**src/rtl/instr_fetch_if.sv**
```systemverilog
// Instruction-memory request/acknowledge bus plus the decode valid/ready handshake.
// master is the fetch stage side; slave is the memory/decode side.
interface instr_fetch_if;
    logic        mem_req;
    logic [31:0] mem_addr;
    logic        mem_ack;
    logic [31:0] mem_rdata;
    logic [31:0] instr;
    logic [31:0] instr_pc;
    logic        instr_valid;
    logic        instr_ready;

    modport master (
        output mem_req, mem_addr, instr, instr_pc, instr_valid,
        input  mem_ack, mem_rdata, instr_ready
    );

    modport slave (
        input  mem_req, mem_addr, instr, instr_pc, instr_valid,
        output mem_ack, mem_rdata, instr_ready
    );
endinterface

```
**src/rtl/instr_fetch.sv**
```systemverilog
// Fetch stage: reads the word at pc_val, holds it for decode, pulses pc_advance,
// and handles redirect flushes, misaligned PCs and memory timeouts.
module instr_fetch #(
    parameter int unsigned MEM_TIMEOUT = 16,
    parameter logic [31:0] NOP_INSTR   = 32'h0000_0013
) (
    input  logic                 clk,
    input  logic                 clr,
    input  logic                 en,
    input  logic [31:0]          pc_val,
    input  logic                 flush,
    output logic                 pc_advance,
    instr_fetch_if.master        bus,
    output logic                 fetch_fault,
    output logic [1:0]           fault_cause
);

    localparam int unsigned CNT_W = (MEM_TIMEOUT > 2) ? $clog2(MEM_TIMEOUT) : 1;
    localparam logic [CNT_W-1:0] CNT_LAST = CNT_W'(MEM_TIMEOUT - 1);
    localparam logic [1:0] CAUSE_NONE    = 2'b00;
    localparam logic [1:0] CAUSE_MISALGN = 2'b01;
    localparam logic [1:0] CAUSE_TIMEOUT = 2'b10;

    typedef enum logic [1:0] {
        S_IDLE  = 2'd0,
        S_REQ   = 2'd1,
        S_HOLD  = 2'd2,
        S_FAULT = 2'd3
    } state_t;

    state_t           state_q, state_d;
    logic             mem_req_q, mem_req_d;
    logic [31:0]      mem_addr_q, mem_addr_d;
    logic             pc_advance_q, pc_advance_d;
    logic [31:0]      instr_q, instr_d;
    logic [31:0]      instr_pc_q, instr_pc_d;
    logic             instr_valid_q, instr_valid_d;
    logic             fetch_fault_q, fetch_fault_d;
    logic [1:0]       fault_cause_q, fault_cause_d;
    logic [CNT_W-1:0] cnt_q, cnt_d;

    logic pc_misaligned;
    assign pc_misaligned = (pc_val[1:0] != 2'b00);

    // State register and all output flops; clr overrides everything.
    always_ff @(posedge clk) begin
        if (clr) begin
            state_q       <= S_IDLE;
            mem_req_q     <= 1'b0;
            mem_addr_q    <= 32'h0;
            pc_advance_q  <= 1'b0;
            instr_q       <= NOP_INSTR;
            instr_pc_q    <= 32'h0;
            instr_valid_q <= 1'b0;
            fetch_fault_q <= 1'b0;
            fault_cause_q <= CAUSE_NONE;
            cnt_q         <= '0;
        end else begin
            state_q       <= state_d;
            mem_req_q     <= mem_req_d;
            mem_addr_q    <= mem_addr_d;
            pc_advance_q  <= pc_advance_d;
            instr_q       <= instr_d;
            instr_pc_q    <= instr_pc_d;
            instr_valid_q <= instr_valid_d;
            fetch_fault_q <= fetch_fault_d;
            fault_cause_q <= fault_cause_d;
            cnt_q         <= cnt_d;
        end
    end

    // Next-state and next-output logic.
    always_comb begin
        state_d       = state_q;
        mem_req_d     = mem_req_q;
        mem_addr_d    = mem_addr_q;
        pc_advance_d  = 1'b0;
        instr_d       = instr_q;
        instr_pc_d    = instr_pc_q;
        instr_valid_d = instr_valid_q;
        fetch_fault_d = fetch_fault_q;
        fault_cause_d = fault_cause_q;
        cnt_d         = cnt_q;

        case (state_q)
            S_IDLE: begin
                if (flush) begin
                    instr_d = NOP_INSTR;
                end else if (en) begin
                    if (pc_misaligned) begin
                        fetch_fault_d = 1'b1;
                        fault_cause_d = CAUSE_MISALGN;
                        state_d       = S_FAULT;
                    end else begin
                        mem_req_d  = 1'b1;
                        mem_addr_d = pc_val;
                        cnt_d      = '0;
                        state_d    = S_REQ;
                    end
                end
            end

            S_REQ: begin
                if (flush) begin
                    mem_req_d = 1'b0;
                    instr_d   = NOP_INSTR;
                    state_d   = S_IDLE;
                end else if (bus.mem_ack) begin
                    // An ack on the last allowed cycle still wins over the timeout.
                    instr_d       = bus.mem_rdata;
                    instr_pc_d    = mem_addr_q;
                    instr_valid_d = 1'b1;
                    mem_req_d     = 1'b0;
                    pc_advance_d  = 1'b1;
                    state_d       = S_HOLD;
                end else if (cnt_q == CNT_LAST) begin
                    mem_req_d     = 1'b0;
                    fetch_fault_d = 1'b1;
                    fault_cause_d = CAUSE_TIMEOUT;
                    state_d       = S_FAULT;
                end else begin
                    cnt_d = cnt_q + CNT_W'(1);
                end
            end

            S_HOLD: begin
                if (flush) begin
                    instr_valid_d = 1'b0;
                    instr_d       = NOP_INSTR;
                    state_d       = S_IDLE;
                end else if (bus.instr_ready) begin
                    instr_valid_d = 1'b0;
                    if (!en) begin
                        state_d = S_IDLE;
                    end else if (pc_misaligned) begin
                        fetch_fault_d = 1'b1;
                        fault_cause_d = CAUSE_MISALGN;
                        state_d       = S_FAULT;
                    end else begin
                        mem_req_d  = 1'b1;
                        mem_addr_d = pc_val;
                        cnt_d      = '0;
                        state_d    = S_REQ;
                    end
                end
            end

            S_FAULT: begin
                mem_req_d     = 1'b0;
                instr_valid_d = 1'b0;
            end

            default: state_d = S_IDLE;
        endcase
    end

    assign pc_advance      = pc_advance_q;
    assign bus.mem_req     = mem_req_q;
    assign bus.mem_addr    = mem_addr_q;
    assign bus.instr       = instr_q;
    assign bus.instr_pc    = instr_pc_q;
    assign bus.instr_valid = instr_valid_q;
    assign fetch_fault     = fetch_fault_q;
    assign fault_cause     = fault_cause_q;

endmodule

```
**src/flat_wrapper.sv**
```systemverilog
// flat-port wrapper written by rule: the top's interface ports become plain ports
module instr_fetch_flat 
#(
    parameter int unsigned MEM_TIMEOUT = 16,
    parameter logic [31:0] NOP_INSTR   = 32'h0000_0013
)
  (clk, clr, en, pc_val, flush, pc_advance, fetch_fault, fault_cause, bus_mem_req, bus_mem_addr, bus_instr, bus_instr_pc, bus_instr_valid, bus_mem_ack, bus_mem_rdata, bus_instr_ready);
  instr_fetch_if bus_i ();
  input  logic clk;
  input  logic clr;
  input  logic en;
  input  logic [31:0] pc_val;
  input  logic flush;
  output logic pc_advance;
  output logic fetch_fault;
  output logic [1:0] fault_cause;
  output wire logic [$bits(bus_i.mem_req)-1:0] bus_mem_req;
  output wire logic [$bits(bus_i.mem_addr)-1:0] bus_mem_addr;
  output wire logic [$bits(bus_i.instr)-1:0] bus_instr;
  output wire logic [$bits(bus_i.instr_pc)-1:0] bus_instr_pc;
  output wire logic [$bits(bus_i.instr_valid)-1:0] bus_instr_valid;
  input wire logic [$bits(bus_i.mem_ack)-1:0] bus_mem_ack;
  input wire logic [$bits(bus_i.mem_rdata)-1:0] bus_mem_rdata;
  input wire logic [$bits(bus_i.instr_ready)-1:0] bus_instr_ready;
  assign bus_mem_req = bus_i.mem_req;
  assign bus_mem_addr = bus_i.mem_addr;
  assign bus_instr = bus_i.instr;
  assign bus_instr_pc = bus_i.instr_pc;
  assign bus_instr_valid = bus_i.instr_valid;
  assign bus_i.mem_ack = bus_mem_ack;
  assign bus_i.mem_rdata = bus_mem_rdata;
  assign bus_i.instr_ready = bus_instr_ready;
  instr_fetch #(.MEM_TIMEOUT(MEM_TIMEOUT), .NOP_INSTR(NOP_INSTR)) u_core (.clk(clk), .clr(clr), .en(en), .pc_val(pc_val), .flush(flush), .pc_advance(pc_advance), .bus(bus_i), .fetch_fault(fetch_fault), .fault_cause(fault_cause));
endmodule
```
**config.mk**
```make
export PLATFORM = sky130hd
export DESIGN_NAME = instr_fetch_flat
export DESIGN_NICKNAME = d
export VERILOG_FILES = /design/src/rtl/instr_fetch_if.sv /design/src/rtl/instr_fetch.sv /design/src/flat_wrapper.sv
export SDC_FILE = /design/constraint.sdc
export NUM_CORES = 1
export LEC_CHECK = 0
export CORE_MARGIN = 1
export CORE_UTILIZATION = 30
export CTS_CLUSTER_SIZE = 16
export DETAILED_ROUTE_END_ITERATION = 8
export SLEW_MARGIN = 20
export SYNTH_ARGS = -nofsm -noshare
export SYNTH_HDL_FRONTEND = slang
export SYNTH_SLANG_ARGS = --single-unit
```
**constraint.sdc**
```tcl
create_clock -name clk -period 2.8 [get_ports clk]
set_input_delay 0.28 -clock clk [delete_from_list [all_inputs] [get_ports clk]]
set_output_delay 0.28 -clock clk [all_outputs]
set_load 0.005 [all_outputs]
```
==> metrics.log <==
[metrics] run status: finished, final reports clean
[metrics] clock network latency to the later pin of the worst-skew pair: 350 ps
[metrics] post-layout worst setup margin: 549.5 ps
[metrics] most common library cell in the layout ignoring fill and taps: sky130_fd_sc_hd__clkdlybuf4s50_1
[metrics] Post-CTS Setup Inserts: 0
[metrics] post-cts repair resize count: 0
[metrics] number of storage elements in the synthesis netlist: 108
[metrics] Leakage: 0.002115 uW
[metrics] antenna cells: 0
[metrics] asr flop ratio synth: 0
[metrics] clock tree sinks: 108
[metrics] antenna-violating nets left: 0
[metrics] final count of negative-setup-slack endpoints: 0
[metrics] IO Count: 172
[metrics] detailed-route vias per instance: 4.813
[metrics] share of final-layout standard cells stronger than drive strength 1: 0.04688
[metrics] DRC violation count after routing: 0
[metrics] Routed Wire Length: 11510 um
[metrics] first-pass GRT wire length: 19050 um
[metrics] horizontal die dimension: 118.9 um
[metrics] power density over cell area: 679.2 nW/um^2
[metrics] area growth from synthesis to layout: 51.63%
[metrics] via count: 3927
[metrics] Tot Pwr: 4220 uW
[metrics] via count of the first global-routing pass: 3824
[metrics] kind of end point of the critical path: flip-flop
[metrics] maximum clock insertion buffer count: 2
[metrics] post-route fraction of the period consumed by the critical path: 0.8037
[metrics] share of the synthesized area in the top cell type: 0.5276
[metrics] total of max-cap violations: 0
[metrics] CTS tree: done
[metrics] maximum ir drop on the vdd rail: 0.0004669 V
[metrics] required time reported for the critical path endpoint: 3040 ps
[metrics] total negative setup slack: 0 ps
[metrics] number of H-tree levels: 3
[metrics] Slew HR: 0.5383
[metrics] number of instances in the synthesized netlist: 481
[metrics] DRC violation total after the first TritonRoute iteration: 226
[metrics] number of flops mapped to enable cells by yosys: 0
[metrics] RSZ-0062 raised after global routing: false
[metrics] post-synthesis cell type with the largest combined area: sky130_fd_sc_hd__dfxtp_1
[metrics] count of unique library cells instantiated by Yosys: 50
[metrics] average wire length per cell after detail routing: 14.11 um
[metrics] initial cell density of the core: 0.3082
[metrics] largest fanout on the critical path: 8
[metrics] first drt pass iteration count: 4
[metrics] clk root buf: sky130_fd_sc_hd__clkbuf_16
[metrics] Fill cells: 1272
[metrics] most used flip-flop cell after synthesis: sky130_fd_sc_hd__dfxtp_1
[metrics] portion of the post-synthesis area used by sequential elements: 0.5276
[metrics] max-slew violations: 0
[metrics] overall overflow remaining after global route: 0
[metrics] CORE AREA: 13300 sq um
[metrics] most used cells in the layout excluding fill and tap cells: sky130_fd_sc_hd__clkdlybuf4s50_1 (170), sky130_fd_sc_hd__nand2_1 (125), sky130_fd_sc_hd__dfxtp_1 (108)
[metrics] synthesized area per cell: 8.519 sq um
[metrics] Worst setup SP type: flip-flop
[metrics] Tightest Pin Transition: 691.0 ps
[metrics] Worst R2R Path Depth: 6
[metrics] YS warnings: 0
[metrics] All-Layer GR Usage: 0.1691
[metrics] final weighted congestion in routability-driven placement: 0.8230
[metrics] worst setup skew after layout: 7.122 ps
[metrics] port buffer count: 171
[metrics] Post-Place Worst Slack: 377.3 ps
[metrics] Final Hold Vio Count: 0
[metrics] half-perimeter wire length after detailed placement: 7819 um
[metrics] # hold bufs at CTS: 0
[metrics] largest net degree at the start of global routing: 51
[metrics] Die H: 118.9 um
[metrics] clock slew seen by the registers of the worst setup and hold paths: 70 ps
[metrics] Setup Crit Path Kind: reg -> reg
[metrics] final worst path period need: 2250 ps
[metrics] antenna violations before repair: 0
[metrics] signal arrival time at the worst endpoint: 2490 ps
[metrics] Worst Hold Depth: 2
[metrics] number of nets in the layout: 712
[metrics] TritonCTS Buffers: 9
[metrics] syn nets: 557
[metrics] path category of the worst min-delay check: in -> reg
[metrics] Syn Std Cell Area: 4098 sq um
[metrics] largest cells by area after synthesis: sky130_fd_sc_hd__dfxtp_1 (53%), sky130_fd_sc_hd__nand2_1 (11%), sky130_fd_sc_hd__a21oi_1 (8.1%), sky130_fd_sc_hd__a22oi_1 (5.3%), sky130_fd_sc_hd__nor2_1 (3.4%)
[metrics] area of the die: 14130 sq um
[metrics] Max Fclk: 0.4444 GHz
[metrics] Rows: 42
==> routing by layer <==
layer  global-route usage  wire [um]
met1               0.2166       5410
met2               0.2650       5100
met3              0.06034        840
met4              0.05222        161
met5                    0          0
==> critical path: stages, from the launching register on <==
cell,delay (ps)
sky130_fd_sc_hd__dfxtp_1,380
sky130_fd_sc_hd__inv_1,100
sky130_fd_sc_hd__ha_1,310
sky130_fd_sc_hd__o31a_1,360
sky130_fd_sc_hd__or3_4,430
sky130_fd_sc_hd__a221oi_4,240
sky130_fd_sc_hd__mux2_4,320
==> final cells by class <==
| class | count | area, sq um | share of cell area |
|---|---|---|---|
| tap | 176 | 220.2 | 0.03544 |
| multi-input combinational | 331 | 1773 | 0.2853 |
| clock buffer | 11 | 232.7 | 0.03745 |
| clock inverter | 4 | 26.28 | 0.004229 |
| inverter | 6 | 22.52 | 0.003625 |
| sequential | 108 | 2162 | 0.3480 |
| timing repair buffer | 180 | 1777 | 0.2859 |
==> Yosys cell counts, drive strengths merged (4+ instances only) <==
library cell and count:
clkbuf 26, dfxtp 108, nand2b 7, nand2 125
a21oi 66, inv 6, a22oi 29, nand3 4
buf 10, nor3b 5, ha 6, mux2i 4
nor2 37, o21ai 6
==> flip-flops by register name, indices dropped and copies added, names as in the netlist <==
register,cells
u_core.fetch_fault,1
u_core.fault_cause,2
u_core.bus.mem_req,1
u_core.pc_advance,1
u_core.cnt_q,4
u_core.bus.instr,32
u_core.bus.instr_pc,32
u_core.bus.mem_addr,32
u_core.bus.instr_valid,1
u_core.state_q,2
==> cell families after synthesis <==
| family | count (synthesis) | synth area share |
|---|---|---|
| and+or+nand+nor | 198 | 0.2104 |
| AOI/OAI and AO/OA | 122 | 0.1875 |
| DFF | 108 | 0.5276 |
| buffers and inverters | 42 | 0.04275 |
| adders and majority gates | 6 | 0.01832 |
| muxes | 5 | 0.01343 |
==> report_power, final <==
group	total [uW]	internal (uW)	switching, uW
Clock	1150	600	551
Combinational	1330	631	697
Sequential	1740	1660	78.2
==> stage by stage <==
step / util / cell area [sq um] / cells / hold WS (ps)
after CTS: 0.4673 / 6213 / 816 / 271.7
after detailed placement: 0.4479 / 5954 / 801 / 444.4
after global routing: 0.4673 / 6213 / 816 / 289.4
final: 0.4673 / 6213 / 816 / 287.9
after floorplan: - / 4098 / 481 / 416.0
after global placement: 0.4479 / 5954 / 801 / 442.3
==> path summary, 6_finish.rpt <==
path / from / to / slack [ps]
worst min register to register: u_core.bus.instr_pc[14] / u_core.bus.instr_pc[14] / 450
worst max-delay path: u_core.state_q[0] / u_core.fault_cause[0] / 550
worst max register to register: u_core.state_q[0] / u_core.fault_cause[0] / 550
worst min-delay path: clr / u_core.bus.instr[3] / 290
(Power assumes the default switching activity.)
